--- config.mk ---
export PLATFORM = sky130hd
export DESIGN_NAME = uart_cmd_ctrl
export DESIGN_NICKNAME = d
export VERILOG_FILES = /design/src/rtl/uart_cmd_ctrl.sv
export SDC_FILE = /design/constraint.sdc
export NUM_CORES = 1
export LEC_CHECK = 0
export ABC_AREA = 0
export CORE_UTILIZATION = 40
export DETAILED_ROUTE_END_ITERATION = 6
export SYNTH_ARGS = -nofsm -noshare
export SYNTH_HDL_FRONTEND = slang
export SYNTH_SLANG_ARGS = --single-unit
--- constraint.sdc ---
create_clock -name clk -period 3.1 [get_ports clk]
set_input_delay 0.62 -clock clk [delete_from_list [all_inputs] [get_ports clk]]
set_output_delay 0.62 -clock clk [all_outputs]
set_load 0.02 [all_outputs]
--- src/rtl/uart_cmd_ctrl.sv ---
// uart_cmd_ctrl: frames UART bytes into checksummed register accesses and returns a one-byte response
module uart_cmd_ctrl #(
    parameter int TIMEOUT_CYC = 1024
) (
    input  logic       clk,
    input  logic       rst_n,
    input  logic       rx_valid,
    input  logic [7:0] rx_data,
    output logic       reg_wr_en,
    output logic       reg_rd_en,
    output logic [7:0] reg_addr,
    output logic [7:0] reg_wdata,
    input  logic [7:0] reg_rdata,
    input  logic       reg_ack,
    output logic       tx_valid,
    output logic [7:0] tx_data,
    input  logic       tx_ready,
    output logic       busy,
    output logic [7:0] err_cnt
);
    localparam int CW = (TIMEOUT_CYC > 2) ? $clog2(TIMEOUT_CYC) : 1;

    typedef enum logic [2:0] {IDLE, CMD, ADDR, DATA, CHK, EXEC, RESP} state_t;

    state_t        state, state_n;
    logic [CW-1:0] cnt, cnt_n;
    logic [7:0]    cmd_q, addr_q, data_q, cmd_n, addr_n, data_n, tx_data_n;
    logic          wr_n, rd_n, tx_valid_n, err_inc, frame_ok;

    assign frame_ok = (rx_data == (cmd_q ^ addr_q ^ data_q)) && (cmd_q == 8'h01 || cmd_q == 8'h02);

    // next state, byte capture, timeout and error detection
    always_comb begin
        state_n    = state;
        cnt_n      = '0;
        cmd_n      = cmd_q;
        addr_n     = addr_q;
        data_n     = data_q;
        wr_n       = reg_wr_en;
        rd_n       = reg_rd_en;
        tx_valid_n = tx_valid;
        tx_data_n  = tx_data;
        err_inc    = 1'b0;
        case (state)
            IDLE: if (rx_valid && rx_data == 8'hA5) state_n = CMD;
            CMD, ADDR, DATA, CHK: begin
                if (rx_valid) begin
                    case (state)
                        CMD:     begin cmd_n  = rx_data; state_n = ADDR; end
                        ADDR:    begin addr_n = rx_data; state_n = DATA; end
                        DATA:    begin data_n = rx_data; state_n = CHK;  end
                        default: begin
                            state_n    = frame_ok ? EXEC : RESP;
                            wr_n       = frame_ok && cmd_q == 8'h01;
                            rd_n       = frame_ok && cmd_q == 8'h02;
                            tx_valid_n = !frame_ok;
                            tx_data_n  = frame_ok ? tx_data : 8'hEE;
                            err_inc    = !frame_ok;
                        end
                    endcase
                end else if (cnt == CW'(TIMEOUT_CYC - 1)) begin
                    state_n = IDLE;
                    err_inc = 1'b1;
                end else begin
                    cnt_n = cnt + CW'(1);
                end
            end
            EXEC: begin
                err_inc = rx_valid;
                if (reg_ack) begin
                    wr_n       = 1'b0;
                    rd_n       = 1'b0;
                    tx_valid_n = 1'b1;
                    tx_data_n  = reg_wr_en ? 8'h55 : reg_rdata;
                    state_n    = RESP;
                end
            end
            RESP: begin
                err_inc = rx_valid;
                if (tx_ready) begin
                    tx_valid_n = 1'b0;
                    state_n    = IDLE;
                end
            end
            default: state_n = IDLE;
        endcase
    end

    // state and registered outputs; address/data mirror the latched frame bytes
    always_ff @(posedge clk) begin
        if (!rst_n) begin
            state     <= IDLE;
            cnt       <= '0;
            cmd_q     <= '0;
            addr_q    <= '0;
            data_q    <= '0;
            reg_wr_en <= 1'b0;
            reg_rd_en <= 1'b0;
            reg_addr  <= '0;
            reg_wdata <= '0;
            tx_valid  <= 1'b0;
            tx_data   <= '0;
            busy      <= 1'b0;
            err_cnt   <= '0;
        end else begin
            state     <= state_n;
            cnt       <= cnt_n;
            cmd_q     <= cmd_n;
            addr_q    <= addr_n;
            data_q    <= data_n;
            reg_wr_en <= wr_n;
            reg_rd_en <= rd_n;
            reg_addr  <= addr_n;
            reg_wdata <= data_n;
            tx_valid  <= tx_valid_n;
            tx_data   <= tx_data_n;
            busy      <= state_n != IDLE;
            err_cnt   <= (err_inc && err_cnt != 8'hFF) ? err_cnt + 8'd1 : err_cnt;
        end
    end
endmodule

---- Word-level counts from Yosys, hierarchy flattened ----
Index checks and enable logic that the tools add are counted.
word-level totals
  word-level logic and storage cells ...... 85
  flip-flop bits (word level) ............. 57
  output and inout port bits .............. 36
  input bits .............................. 21
operators by class
  equal/unequal tests ..................... 17
  bitwise logic cells ..................... 4
  muxes and demuxes ....................... 30
  reductions and logical operators ........ 21
  add/subtract/negate cells ............... 2
operators by type and width
  cell                     number
  $mux W8                  5
  $pmux W8 S2              1
  $xor A8 B8 Y8            2
  $mux W3                  5
  $mux W1                  12
  $pmux W3 S4              1
  $add A10 B1 Y10 const B  1
  $eq A10 B10 Y1 const B   1
  $ne A2 B2 Y1 const B     5
  $reduce_and A5 Y1        2
  $eq A3 B3 Y1 const B     3
  $pmux W3 S3              1
  $reduce_and A3 Y1        3
  $add A8 B1 Y8 const B    1
  $eq A8 B1 Y1 const B     1
  $eq A8 B2 Y1 const B     1
  $eq A8 B8 Y1             1
  $eq A8 B8 Y1 const B     1
  $ne A8 B8 Y1 const B     1
  $reduce_or A4 Y1         2
  $eq A3 B2 Y1 const B     2
  $pmux W1 S2              3
  $reduce_bool A3 Y1       2
  $logic_and A1 B1 Y1      5
  11 further kinds         12

---- Longest topological paths before layout ----
  depth in word-level cells ............... 9
  depth in mapped cells ................... 8

---- Worst setup path before layout ----
Ideal clock, no wire load.
  path type ............................... input port to flip-flop
  start point ............................. input port rx_data[6]
  end point ............................... register tx_data[2]
  data arrival time ....................... 1.847 ns
  setup slack ............................. 1.129 ns
  setup time .............................. 0.124 ns
  stages .................................. 6
  cell sequence ........................... xor2_1 > xnor2_1 > nand4_2 > nor4b_2 > a21o_1 > a21oi_1
on the way
  longest elaborated chain between the ends .. 4
ends and longest elaborated chain
  what                                RTL line  source
  from (decl)                         8         input logic [7:0] rx_data,
  $eq A8 B8 Y1                        30        assign frame_ok = (rx_data == (cmd_q ^ addr_q ^ data_q)) && (cmd_q == 8'h01 || cmd_q == 8'h02);
  $logic_and A1 B1 Y1                 30
  $ne A2 B2 Y1 (no source line)       n/a
  $reduce_and A5 Y1 (no source line)  n/a
  to (signal assigned)                116       tx_data <= tx_data_n;
  to (decl)                           16        output logic [7:0] tx_data,
No other way between the ends.
A chain may end at the register's enable or synchronous reset.

---- Final worst setup path ----
  start point ............................. input port rx_data[5]
  end point ............................... register tx_data[6]
The elaborated chain is that of the path after synthesis.

==> impl_metrics.json <==
{
  "outcome": "completed",
  "synth_top_cell_area_share": 0.406,
  "seqPwrFrac": 0.454,
  "antenna_found_initial": 0,
  "drc": 0,
  "intPower_uw": 1290,
  "h-tree-depth": 3,
  "dr.pass1.iters": 4,
  "synth_area_per_cell_sq_um": 8.11,
  "reg2reg_depth": 7,
  "core_region_area_sq_mm": 0.00679,
  "tritoncts": "built",
  "cts_root_buf": "clkbuf_8",
  "synth_seq_area_share": 0.406,
  "worst_ep_arrival_time_ns": 2.55,
  "worst_clock_skew_ns": 0.00712,
  "synth_common_cells": "nand2_1, dfxtp_1, a21oi_1, nor2_1, xor2_1",
  "syn_area_sq_mm": 0.00281,
  "r2r_end": "err_cnt[4]",
  "drive_gt1_frac": 0.0760,
  "p_clk_frac": 0.498,
  "grt_start_max_net_pins": 35,
  "vias": 2519,
  "place_inst": 489,
  "post_cts.repair.setup_buffers": 0,
  "p_sw_frac": 0.203,
  "hold_ws_ns": 0.440,
  "cts_hold_buffers": 0,
  "ctsResizeCount": 0,
  "portBuffers": 56,
  "rows": 30,
  "clockBufferDepth": 2,
  "p_switching_uw": 328,
  "drt-initial-drc-count": 124,
  "cp_num_cells": 7,
  "crit_path_end": "tx_data[6]",
  "cp-end-kind": "register",
  "globalplace.congestion": 0.838,
  "finalSetupViolCount": 0,
  "ir_drop_v": 0.000242,
  "yosysTopAreaCell": "dfxtp_1",
  "max_stage_delay_ns": 0.60,
  "regToRegSetupSlack_ns": 0.89,
  "clk_pin_slew_worst_paths_ns": 0.06,
  "pwr-share-comb": 0.047,
  "synth_seq_cells": 57,
  "grt_use_total": 0.193,
  "boundaryPins": 57,
  "required_ns": 3.32,
  "power_leakage_uw": 0.00124,
  "cellPowerDensity_mw_per_mm2": 438,
  "min_period_over_period": 0.754,
  "startpoint_type": "input pin",
  "path_cells": "clkdlybuf4s50_1 > xnor2_1 > xnor2_1 > nand4_2 > nor4b_2 > a21o_1 > a21oi_1",
  "nFillCells": 665,
  "vias_per_cell": 5.00,
  "tightest_slew_ns": 0.658,
  "clk_latency_ns": 0.33,
  "r2r_start": "state[0]",
  "slew_violations": 0,
  "cts.sinks": 57,
  "synth_edf_count": 0,
  "maxCapViolCount": 0,
  "fin_nets": 427,
  "ys_warn_count": 0,
  "detail-route-antenna-nets": 0,
  "hold_class": "register to register",
  "initial_core_util": 0.414,
  "hpwl_um": 4630,
  "fin_setup_tns_ns": 0,
  "grt_setup_unrepaired": "no",
  "layoutNonFillerInstCount": 504,
  "area_growth_pct": 31.0,
  "hold_violations": 0,
  "drt-total-wl_um": 6580,
  "critPathTopFamily": "buffers and inverters",
  "cp_slowest_cell": "clkdlybuf4s50_1",
  "max_clock_freq_mhz": 428,
  "synth_flop_cell": "dfxtp_1",
  "cp_max_fo": 6,
  "dieArea_sq_mm": 0.00737,
  "fin_util": 0.542,
  "synth-async-reset-ratio": 0,
  "synthTopCellsByArea": "dfxtp_1, nand2_1, a21oi_1",
  "antenna_cells": 0,
  "path_buf_inv": 1,
  "gr-total-overflow": 0,
  "die_x_um": 85.9,
  "crit_type": "input pin to register",
  "grt_pass1_wl_um": 11100,
  "crit_start": "rx_data[5]",
  "grt_pass1_vias": 2336,
  "cts_buffers": 9,
  "finalCriticalPeriod_ns": 2.34,
  "report.power.total_uw": 1610,
  "routedWlPerCell_um": 13.0,
  "syn_inst": 347,
  "synthDistinctLibCells": 50,
  "dieHeight_um": 85.9,
  "synth.most_common_cell": "nand2_1",
  "syn_nets": 370,
  "crit_top_cell": "xnor2_1",
  "slew_headroom": 0.560
}
[power groups by stage]
stage	clock network [uW]	registers (uW)	logic, uW
after CTS	819	733	76.9
after floorplan	0	749	33.5
after global routing	859	732	83.3
after global placement	0	749	76.1
after detailed placement	0	749	76.4
final	804	733	76.2
[layout by cell type, fill, tap and decap left out, types with 6 or more instances in the layout]
| cell type | n |
|---|---|
| a21oi_1 | 44 |
| clkbuf_8 | 12 |
| clkdlybuf4s50_1 | 56 |
| dfxtp_1 | 57 |
| inv_1 | 11 |
| nand2_1 | 69 |
| nand2b_1 | 6 |
| nand3_1 | 13 |
| nand4_1 | 6 |
| nor2_1 | 20 |
| nor2b_1 | 10 |
| o21ai_0 | 10 |
| o31ai_1 | 6 |
| xnor2_1 | 15 |
| xor2_1 | 18 |
[registers in the layout, summed over array words and instances, names as in the netlist]
signal and count:
reg_wr_en 1, cmd_q 8, busy 1, reg_rd_en 1, data_q 8, cnt 10, addr_q 8, tx_valid 1
tx_data 8, err_cnt 8, state 3
[final cells by class]
class	count	area [sq um]	area share
clock inverter	2	60.1	0.0163
inverter	12	45.0	0.0122
timing repair buffer	61	598	0.162
multi-input combinational	263	1550	0.421
tap	96	120	0.0326
clock buffer	13	169	0.0458
sequential	57	1140	0.310
[metrics by stage]
| step | area (sq um) | worst slack (ns) |
|---|---|---|
| floorplan | 2810 | 1.13 |
| global placement | 3460 | 0.410 |
| detailed placement | 3460 | 0.375 |
| CTS | 3680 | 0.717 |
| global route | 3680 | 0.580 |
| finish | 3680 | 0.762 |
[logic make-up after synthesis]
logic type,synth area share
and+or+nand+nor,0.273
DFF,0.406
buffers and inverters,0.0427
muxes,0.0147
adders and majority gates,0.00890
xor gates and xnor gates,0.103
AOI/OAI and AO/OA,0.152
[worst min path at each step]
stage | from | slack, ns | to | cells past startpoint
final | cnt[0] | 0.44 | cnt[0] | 1
after global routing | tx_data[1] | 0.46 | tx_data[1] | 2
after CTS | tx_data[3] | 0.45 | tx_data[3] | 2
after detailed placement | tx_data[3] | 0.44 | tx_data[3] | 2
after global placement | cnt[0] | 0.43 | cnt[0] | 1
after floorplan | cnt[0] | 0.41 | cnt[0] | 1
[worst reg2reg max path, cell delays in order, from the launching register on]
cell and delay, ns:
dfxtp_1 0.65, nor2_1 0.15, xor2_1 0.23, o311ai_4 0.27, nor4_2 0.06, buf_4 0.17
or4_1 0.47, a21oi_1 0.14
[layer usage]
layer	up-vias	global-route usage	share of wire
li1	1299	-	-
met1	1149	0.260	0.50
met2	63	0.302	0.44
met3	8	0.0385	0.042
met4	0	0.0818	0.017
met5	-	0	0
Power figures use the tool's default switching activity.
